[src/rtl/alu_muldiv_seq.sv]
// Multi-cycle RV32M multiply/divide sequencer that borrows the core's shared ALU
// for every add/subtract: shift-add multiply and restoring divide, one bit per cycle.
//
// state | meaning
// ------+--------------------------------------------------------------
// IDLE  | waiting for start; ALU driven to ADD(0,0)
// NEG_A | signed divide: replace dividend with its magnitude
// NEG_B | signed divide: replace divisor with its magnitude
// ITER  | one multiply or divide bit per cycle, cnt counts 0..31
// FIX   | signed divide: apply quotient/remainder sign
// DONE  | result valid, done pulse, back to IDLE

module alu_muldiv_seq #(
    parameter logic [4:0] ALU_OP_ADD = 5'b00000,
    parameter logic [4:0] ALU_OP_SUB = 5'b00001,
    parameter int         N_ITER     = 32
) (
    input  logic        clk,
    input  logic        rst_n,
    input  logic        start,
    input  logic [2:0]  op,
    input  logic [31:0] rs1,
    input  logic [31:0] rs2,
    output logic        busy,
    output logic        done,
    output logic        illegal,
    output logic [31:0] result,
    output logic [31:0] alu_a,
    output logic [31:0] alu_b,
    output logic [4:0]  alu_op,
    input  logic [31:0] alu_res
);

    typedef enum logic [2:0] {
        S_IDLE,
        S_NEG_A,
        S_NEG_B,
        S_ITER,
        S_FIX,
        S_DONE
    } state_t;

    localparam logic [4:0] CNT_LAST = 5'(N_ITER - 1);

    state_t      state, state_nxt;
    logic [2:0]  op_q, op_nxt;
    logic [31:0] hi, hi_nxt;      // product high half / partial remainder
    logic [31:0] lo, lo_nxt;      // product low half (multiplier) / quotient (dividend)
    logic [31:0] mcand, mcand_nxt; // multiplicand / divisor
    logic [4:0]  cnt, cnt_nxt;
    logic        neg_q, neg_q_nxt;
    logic        neg_r, neg_r_nxt;
    logic        ill_q, ill_nxt;
    logic [31:0] result_q, result_nxt;

    logic [31:0] sh;
    logic        ge;
    logic        carry;
    logic [31:0] fix_v;
    logic        fix_neg;
    logic        op_illegal;
    logic        op_signed_div;

    assign op_illegal    = ~op[2] & (op[1] ^ op[0]);
    assign op_signed_div = op[2] & ~op[0];

    always_ff @(posedge clk or negedge rst_n) begin
        if (!rst_n) begin
            state <= S_IDLE;
        end else begin
            state <= state_nxt;
        end
    end

    always_ff @(posedge clk or negedge rst_n) begin
        if (!rst_n) begin
            op_q     <= 3'd0;
            hi       <= 32'd0;
            lo       <= 32'd0;
            mcand    <= 32'd0;
            cnt      <= 5'd0;
            neg_q    <= 1'b0;
            neg_r    <= 1'b0;
            ill_q    <= 1'b0;
            result_q <= 32'd0;
        end else begin
            op_q     <= op_nxt;
            hi       <= hi_nxt;
            lo       <= lo_nxt;
            mcand    <= mcand_nxt;
            cnt      <= cnt_nxt;
            neg_q    <= neg_q_nxt;
            neg_r    <= neg_r_nxt;
            ill_q    <= ill_nxt;
            result_q <= result_nxt;
        end
    end

    always_comb begin
        state_nxt  = state;
        op_nxt     = op_q;
        hi_nxt     = hi;
        lo_nxt     = lo;
        mcand_nxt  = mcand;
        cnt_nxt    = cnt;
        neg_q_nxt  = neg_q;
        neg_r_nxt  = neg_r;
        ill_nxt    = ill_q;
        result_nxt = result_q;
        alu_a      = 32'd0;
        alu_b      = 32'd0;
        alu_op     = ALU_OP_ADD;
        sh         = 32'd0;
        ge         = 1'b0;
        carry      = 1'b0;
        fix_v      = op_q[1] ? hi : lo;
        fix_neg    = op_q[1] ? neg_r : neg_q;

        case (state)
            S_IDLE: begin
                if (start) begin
                    op_nxt    = op;
                    hi_nxt    = 32'd0;
                    lo_nxt    = rs1;
                    mcand_nxt = rs2;
                    cnt_nxt   = 5'd0;
                    neg_q_nxt = rs1[31] ^ rs2[31];
                    neg_r_nxt = rs1[31];
                    ill_nxt   = 1'b0;
                    if (op_illegal) begin
                        ill_nxt    = 1'b1;
                        result_nxt = 32'd0;
                        state_nxt  = S_DONE;
                    end else if (op[2] && rs2 == 32'd0) begin
                        result_nxt = op[1] ? rs1 : 32'hFFFF_FFFF;
                        state_nxt  = S_DONE;
                    end else if (op_signed_div && rs1 == 32'h8000_0000 && rs2 == 32'hFFFF_FFFF) begin
                        result_nxt = op[1] ? 32'd0 : 32'h8000_0000;
                        state_nxt  = S_DONE;
                    end else if (op_signed_div) begin
                        state_nxt = S_NEG_A;
                    end else begin
                        state_nxt = S_ITER;
                    end
                end
            end

            S_NEG_A: begin
                alu_b  = lo;
                alu_op = ALU_OP_SUB;
                if (lo[31]) begin
                    lo_nxt = alu_res;
                end
                state_nxt = S_NEG_B;
            end

            S_NEG_B: begin
                alu_b  = mcand;
                alu_op = ALU_OP_SUB;
                if (mcand[31]) begin
                    mcand_nxt = alu_res;
                end
                state_nxt = S_ITER;
            end

            S_ITER: begin
                cnt_nxt = cnt + 5'd1;
                if (!op_q[2]) begin
                    alu_a  = hi;
                    alu_b  = lo[0] ? mcand : 32'd0;
                    alu_op = ALU_OP_ADD;
                    carry  = (alu_res < hi);
                    hi_nxt = {carry, alu_res[31:1]};
                    lo_nxt = {alu_res[0], lo[31:1]};
                end else begin
                    // rem[31] set means the shifted value had a 33rd bit, so it always fits
                    sh     = {hi[30:0], lo[31]};
                    alu_a  = sh;
                    alu_b  = mcand;
                    alu_op = ALU_OP_SUB;
                    ge     = hi[31] | (sh >= mcand);
                    hi_nxt = ge ? alu_res : sh;
                    lo_nxt = {lo[30:0], ge};
                end
                if (cnt == CNT_LAST) begin
                    if (op_q[2] && !op_q[0]) begin
                        state_nxt = S_FIX;
                    end else begin
                        result_nxt = op_q[1] ? hi_nxt : lo_nxt;
                        state_nxt  = S_DONE;
                    end
                end
            end

            S_FIX: begin
                alu_b      = fix_v;
                alu_op     = ALU_OP_SUB;
                result_nxt = fix_neg ? alu_res : fix_v;
                state_nxt  = S_DONE;
            end

            S_DONE: begin
                state_nxt = S_IDLE;
            end

            default: begin
                state_nxt = S_IDLE;
            end
        endcase
    end

    assign busy    = (state != S_IDLE);
    assign done    = (state == S_DONE);
    assign illegal = done & ill_q;
    assign result  = result_q;

endmodule

[config.mk]
export PLATFORM = sky130hd
export DESIGN_NAME = alu_muldiv_seq
export DESIGN_NICKNAME = d
export VERILOG_FILES = /design/src/rtl/alu_muldiv_seq.sv
export SDC_FILE = /design/constraint.sdc
export NUM_CORES = 1
export LEC_CHECK = 0
export ABC_AREA = 1
export CAP_MARGIN = 0
export CORE_MARGIN = 3
export CORE_UTILIZATION = 49
export CTS_BUF_LIST = sky130_fd_sc_hd__clkbuf_16
export CTS_CLUSTER_SIZE = 40
export DETAILED_ROUTE_END_ITERATION = 7
export PLACE_DENSITY = 0.73
export SLEW_MARGIN = 15
export SYNTH_ARGS = -nofsm -noshare
export SYNTH_HDL_FRONTEND = slang
export SYNTH_SLANG_ARGS = --single-unit
[constraint.sdc]
create_clock -name clk -period 4.29 [get_ports clk]
set_input_delay 0.858 -clock clk [delete_from_list [all_inputs] [get_ports clk]]
set_output_delay 0.858 -clock clk [all_outputs]
set_load 0.02 [all_outputs]
==> Yosys cells after proc, flatten, opt, wreduce, memory -nomap -nowiden <==
Index checks and enable logic that the tools add are counted.
{ "totals": {"output_inout_bits": 104, "word_cells": 100, "inputBits": 102, "regBits": 142} }
{ "classes": {"n_reduce_logical": 21, "n_mux": 42, "bitwise": 8, "order_cmp": 2, "eq_ne": 14, "addsub": 1} }
{ "ops": {"columns": ["operator", "n"], "rows": [
  ["32-bit 2-to-1 mux", 23],
  ["32-bit one-hot mux with 3 select lines", 2],
  ["32-bit one-hot mux with 2 select lines", 2],
  ["32-bit one-hot mux with 4 select lines", 1],
  ["32-bit == test (second input constant)", 2],
  ["32-bit greater-or-equal comparator", 1],
  ["32-bit zero test", 1],
  ["32-bit < comparator", 1],
  ["3-bit 2-to-1 mux", 5],
  ["3-bit one-hot mux with 5 select lines", 1],
  ["2-bit inequality test (second input constant)", 5],
  ["5-bit one-hot mux with 2 select lines", 1],
  ["2-bit AND reduction", 5],
  ["3-bit nonzero test", 3],
  ["3-bit by 2-bit == test with 1-bit output (second input constant)", 2],
  ["3-bit == test (second input constant)", 2],
  ["3-bit AND reduction", 2],
  ["5-bit by 1-bit adder with 5-bit output (second input constant)", 1],
  ["5-bit == test (second input constant)", 1],
  ["5-bit 2-to-1 mux", 1],
  ["5-bit AND reduction", 1],
  ["1-bit logical AND", 4],
  ["1-bit 2-to-1 mux", 4],
  ["4-bit inequality test (second input constant)", 1],
  ["11 further kinds", 16]
]} }

==> Depth between registers and ports, before layout <==
Gate-level depths: netlist of the first run.
{ "logic_depth": {"ltp_word": 9, "ltp_mapped": 21, "mapped_depth_nobuf": 20} }

==> Worst setup path after synthesis of the first run <==
Ideal clock, no wire load.
{ "synth_timing": {"path_type": "register -> output", "from": "register op_q[2]", "to": "output port alu_a[10]", "arrival_time_ns": 1.788, "n_path_buf": 3, "path_stages_with_launch": 7, "path_slack_ns": 1.644, "required_time_ns": 3.432, "path_cell_list": "dfrtp_1 -> inv_1 -> buf_2 -> buf_2 -> clkbuf_1 -> nor2_1 -> a211oi_1"} }
{ "synth_via": {"elab_chain_cells": 2} }
{ "synth_lines": {"columns": ["element", "line_no", "rtl"], "rows": [
  ["from (decl)", "46", "logic [2:0] op_q, op_nxt;"],
  ["from (signal assigned)", "87", "op_q <= op_nxt;"],
  ["32-bit 2-to-1 mux", "168", "if (!op_q[2]) begin"],
  ["32-bit 2-to-1 mux", "119", "case (state)"],
  ["to (decl)", "28", "output logic [31:0] alu_a,"]
]} }
Every way passes these cells.

==> Worst setup path after layout of the first run <==
{ "layout_timing": {"from": "register state[0]", "to": "output port alu_b[10]"} }
{ "layout_via": {"elab_chain_cells": 2, "word_cells_on_any_way": 5, "cone_classes": "eq/ne: 4; mux: 1"} }
{ "layout_lines": {"columns": ["element", "line_no", "rtl"], "rows": [
  ["from (decl)", "45", "state_t state, state_nxt;"],
  ["from (signal assigned)", "71", "state <= state_nxt;"],
  ["3-bit == test, or another cell as far along", "119", null],
  ["32-bit one-hot mux with 4 select lines (*)", "119", null],
  ["to (decl)", "29", "output logic [31:0] alu_b,"]
]} }
Mark *: on every way between the ends. The rest lies on a longest branch, timed or not.

==> results.md, run 1 <==
* R2R Setup Slk at 920 ps
* Overall Global Routing Usage at 33.04%
* Cells after synthesis at 1770
* Synth area leaders: dfrtp_1 (29%), nand2_1 (13%), o21ai_0 (10%)
* Cells resized by post-CTS repair at 0
* Worst Max-Slew Pin Slew at 1162 ps
* Setup bufs post-CTS at 0
* DRC errors left at 0
* Die height at 163.8 um
* Antenna violations before repair at 0
* CP Max Fanout at 33
* Hold-fix buffers, CTS at 0
* Die X at 163.8 um
* Row count at 57
* Starting Density at 50.03%
* # port buffers at 201
* Crit end category: output port
* Post-Synthesis Cell Area at 12200 um^2
* H-tree levels at 4
* Maximum number of pins on one net before global-route repair at 84
* CP Data Arrival Time at 3170 ps
* Area Overhead vs Synth at 21.87%
* Syn. warnings at 0
* Placed Area at 14340 um^2
* Tmin final at 4030 ps
* Final setup fails at 0
* Vias in the first global route at 12818
* Detailed Route WL at 44.91 mm
* Final Hold Fails at 0
* Setup TNS Final at 0 ps
* Most common library cells after synthesis: nand2_1 (408), o21ai_0 (243), inv_1 (227)
* MaxCap Viol Count at 0
* IO Count at 206
* Post-DP HPWL at 31.47 mm
* Post-synthesis register bit count at 142
* Share of the synthesized area in the top cell type at 29.12%
* Seq/Total Area, Yosys at 29.12%
* TritonCTS sink count at 142
* Yosys cell types at 50
* Pwr dens at 883.5 nW/um^2
* CTS Buffer Depth at 2
* RSZ-0062 raised after global routing: false
* Top FF cell, synth: dfrtp_1
* Ys async rst share at 100.0%
* Worst relative slew slack at 22.45%
* Most frequent cell after synthesis: nand2_1
* Highest clock rate at 0.2481 GHz
* First-pass GRT wire length at 69.79 mm
* Filler cells at 2351
* Fin Clk Skew at 12.67 ps
* DR iter-0 viols at 1654
* CTS Buf Count at 17
* DIE AREA at 26830 um^2
* Final core utilization at 60.97%
* GP Congestion at 0.9643
* Worst-Skew Late Latency at 430 ps
* DR WL/cell at 20.03 um
* CTS tree: done
* Final Cycle Share at 93.94%
* Worst min path class: input pin to async pin
* Nets at 2074
* Status: completed
* Slowest cell on crit path: clkdlybuf4s50_1
* CP cell instances: inv_2 > nor2_4 > inv_4 > nor2_8 > inv_2 > a21oi_1 > nor2_2 > buf_4 > inv_1 > nand2_1 > o221ai_1 > clkdlybuf4s50_1
* CP Data Required Time at 3430 ps
* Root buffer cell: clkbuf_16
* Crit path largest cell delay at 580 ps
* Final antenna diode count at 0
* Setup Crit Path Kind: register to output port
* Clk slew on worst S/H paths at 60 ps
* Leakage at 6.931 nW
* CP most frequent cell: inv_2
* Number of routed nets with antenna violations at 0
* Via density at 6.061
* TritonRoute pass-1 iters at 6
* Final Instance Area at 14870 um^2
* Max IR drop VDD at 0.5413 mV
* Syn Area/Cell at 6.894 um^2
* Share of layout cells above drive strength 1 at 8.133%
* Fin. max-slew vios at 0
* Total number of vias at 13588
* Core ar. at 24390 um^2
* Area leader, netlist: dfrtp_1
* Grt ovf at 0
* Number of flops mapped to enable cells by yosys at 0
* Startpoint types: register
-- metrics by stage --
stage               hold WS [ps]  setup slack (ps)  power, mW  cells
detailed placement         467.4             298.3      11.53   2212
global route               500.6             116.4      14.10   2242
global placement           459.3             288.9      11.39   2212
CTS                        481.3             313.6      12.98   2242
floorplan                  443.9              1644      8.655   1773
finish                     480.9             260.1      13.14   2242
-- routing by layer --
layer	global-route usage [%]	wire length (um)	up-vias
met5	0	0	-
met1	45.66	18550	6350
met3	6.028	4519	135
li1	-	-	6274
met2	49.58	19840	829
met4	16.69	2001	0
-- cells in the final DEF, fill, tap and decap left out, types with 19 or more instances in the layout --
| master | Yosys | final |
|---|---|---|
| a21oi_2 | 32 | 31 |
| o22ai_1 | 35 | 35 |
| nor2_4 | 35 | 35 |
| nand2_1 | 408 | 408 |
| o21ai_1 | 19 | 19 |
| dfrtp_1 | 142 | 140 |
| a22oi_1 | 61 | 61 |
| nor2_1 | 97 | 96 |
| clkdlybuf4s50_1 | 0 | 200 |
| nand4_1 | 19 | 19 |
| o221ai_1 | 32 | 32 |
| inv_1 | 227 | 230 |
| a211oi_1 | 34 | 34 |
| a21oi_1 | 56 | 56 |
| ha_1 | 65 | 65 |
| buf_4 | 11 | 25 |
| nand3_1 | 72 | 72 |
| o21ai_0 | 243 | 243 |
-- path summary, 6_finish.rpt --
path / endpoint / cells past startpoint / from
min in group clk: op_q[0] / 2 / op_q[0]
max: alu_b[10] / 12 / state[0]
max reg2reg: result[0] / 13 / state[0]
min reg2reg: op_q[0] / 2 / op_q[0]
max in group asynchronous: result[24] / 2 / rst_n
min: mcand[17] / 1 / rst_n
-- critical path: cells and delay by family, from the launching register on --
kind                   cells  cell delay (ps)
and+or+nand+nor            4              550
buffers and inverters      6             1590
DFF                        1              420
AOI/OAI and AO/OA          2              180
-- sequential cells by signal, summed over array words and instances (netlist names) --
register / cells
mcand: 32
state: 3
op_q: 3
ill_q: 1
hi: 32
lo: 32
neg_r: 1
cnt: 5
neg_q: 1
result: 32
-- cell type report --
class | instances | area [um^2] | share of cell area, %
Sequential cell | 142 | 3558 | 23.93
Inverter | 239 | 912.1 | 6.133
Timing Repair Buffer | 230 | 2281 | 15.34
Tap cell | 324 | 405.4 | 2.726
Clock buffer | 17 | 425.4 | 2.861
Clock inverter | 13 | 111.4 | 0.7488
Multi-Input combinational cell | 1277 | 7178 | 48.27
-- power by group --
part | internal, mW | total, mW | switching, mW | leakage, nW
clock network | 0.832 | 1.43 | 0.594 | 0.280
logic | 3.17 | 9.04 | 5.87 | 4.91
registers | 2.03 | 2.67 | 0.641 | 1.74
total | 6.03 | 13.1 | 7.11 | 6.93
-- cells by family after synthesis --
family / synth area share (%)
AND/OR/NAND/NOR: 25.14
AO/OA/AOI/OAI: 26.74
buffers and inverters: 12.23
flip-flops: 29.12
adder cells (fa/ha/maj): 6.665
XOR/XNOR: 0.07179
other: 0.03073
No activity file was read; power rests on OpenSTA's default activity.
==> run 2: changes to the inputs <==
Clock period 4.29 ns to 4.69 ns, I/O delays scaled along.
==> run 2 against run 1 <==
Combinational power decreased by 9.6%. Clock skew about the same. Clock power decreased by 8%. Wire length increased by 0.69%. Via count about the same. Largest cell class unchanged. Largest power group unchanged.
==> results.md, run 2 (synthesis results as in run 1) <==
* TritonCTS sink count at 142
* Starting Density at 50.03%
* Pwr dens at 809.6 nW/um^2
* Crit end category: output port
* DIE AREA at 26830 um^2
* Worst relative slew slack at 23.32%
* CP most frequent cell: nor2_4
* Clk slew on worst S/H paths at 60 ps
* RSZ-0062 raised after global routing: false
* Cells resized by post-CTS repair at 0
* Final Hold Fails at 0
* Worst min path class: register to register
* First-pass GRT wire length at 69.79 mm
* Worst Max-Slew Pin Slew at 1149 ps
* Status: completed
* CTS tree: done
* Highest clock rate at 0.2387 GHz
* Maximum number of pins on one net before global-route repair at 97
* Antenna violations before repair at 0
* Post-DP HPWL at 31.33 mm
* Post-Route M1 WL at 18.23 mm
* Crit path largest cell delay at 680 ps
* GP Congestion at 0.9385
* Post-Place Setup Slack at 553.7 ps
* Detailed Route WL at 45.22 mm
* Setup bufs post-CTS at 0
* Setup TNS Final at 0 ps
* Worst-Skew Late Latency at 440 ps
* Core ar. at 24390 um^2
* Nets at 2064
* H-tree levels at 4
* Met2 WL at 20.17 mm
* Commonest non-fill, non-tap cells in the layout: nand2_1 (408), o21ai_0 (243), inv_1 (226), clkdlybuf4s50_1 (200), dfrtp_1 (140)
* DRC errors left at 0
* Tmin final at 4190 ps
* Hold-fix buffers, CTS at 0
* CP Data Arrival Time at 3250 ps
* CTS Buffer Depth at 2
* Die height at 163.8 um
* Cell family with most CP delay: buffers and inverters
* Final setup fails at 0
* Die X at 163.8 um
* Startpoint types: register
* DR WL/cell at 20.24 um
* Fin. max-slew vios at 0
* Setup WS post-layout at 500.2 ps
* Max IR drop VDD at 0.6300 mV
* IO Count at 206
* DR iter-0 viols at 1737
* CP Max Fanout at 33
* Overall Global Routing Usage at 33.25%
* Leakage at 6.842 nW
* Worst hold stages at 2
* Total power at 11.96 mW
* Grt ovf at 0
* Dpl cells at 2202
* Setup Crit Path Kind: register to output port
* CP Depth at 7
* CP Data Required Time at 3750 ps
* MaxCap Viol Count at 0
* CP cell instances: nor2_4 > inv_4 > nor2_4 > buf_4 > a22oi_1 > o21ai_0 > clkdlybuf4s50_1
* Commonest non-fill, non-tap cell in the layout: nand2_1
* Share of layout cells above drive strength 1 at 7.906%
* Buffers & Inverters on Critical Path at 3
* TritonRoute pass-1 iters at 7
* Vias in the first global route at 12772
* Final Cycle Share at 89.33%
* Total number of vias at 13581
* Row count at 57
* Top sig layer: met4
* Met3 wire len at 4.777 mm
* Final antenna diode count at 0
* Final Non-Filler Cells at 2234
* Slowest cell on crit path: clkdlybuf4s50_1
* Final hold slack at 484.8 ps
* Worst Reg-to-Reg Cells at 15
* CTS Buf Count at 17
* Root buffer cell: clkbuf_16
* Area Overhead vs Synth at 21.05%
* Number of routed nets with antenna violations at 0
* Via density at 6.079
* # port buffers at 201
* Fin Clk Skew at 12.40 ps
## run 2: changes by cell type in the layout (fill, tap and decap cells not counted)
cell | previous run | this run
buf_12 | 4 | 1
buf_4 | 25 | 18
bufinv_16 | 2 | 1
clkinv_1 | 1 | 2
clkinv_2 | 7 | 5
clkinv_4 | 0 | 2
clkinvlp_4 | 1 | 6
inv_1 | 230 | 226
inv_6 | 0 | 1
## run 2: final cells by class
cell class,instances,area [um^2]
sequential,142,3558
multi-input combinational,1277,7178
inverter,239,912.1
timing repair buffer,220,2168
clock buffer,17,425.4
tap,324,405.4
clock inverter,15,123.9
fill,2314,9619
## run 2: power by group
part	switching (mW)	internal (mW)
combinational	5.35	2.83
clock	0.594	0.724
sequential	0.612	1.86
total	6.55	5.41
## run 2: path summary, 6_finish.rpt
kind                       slack, ps       from    endpoint
setup / recovery                 500   state[2]   alu_b[22]
hold / removal                   480    op_q[0]     op_q[0]
setup reg to reg                1130  mcand[31]  result[18]
hold reg to reg                  480    op_q[0]     op_q[0]
max in group asynchronous       3110      rst_n   mcand[30]
min in group asynchronous        600      rst_n   mcand[16]
## run 2: metrics by stage
stage          instance area (um^2)  utilization [%]
2_1_floorplan                 12210                -
3_3_place_gp                  14220            58.31
3_5_place_dp                  14220            58.31
4_1_cts                       14770            60.56
5_1_grt                       14770            60.56
6_report                      14770            60.56
## run 2: worst min-delay path, stage by stage (launching register included)
cell     delay, ps
dfrtp_1        350
nand2_1         60
nand2_1         50
## run 2: per-layer routing
| layer | track usage (%) | vias up |
|---|---|---|
| met2 | 51.15 | 869 |
| met5 | 0 | - |
| met1 | 45.55 | 6337 |
| met4 | 15.11 | 0 |
| met3 | 6.103 | 142 |
| li1 | - | 6233 |
==> run 3: changes to the inputs <==
Settings changed: ABC_CLOCK_PERIOD_IN_PS from default to 4690.
==> results of run 3 <==
Same layout as run 2: the final DEF is identical, and so are final timing and power.
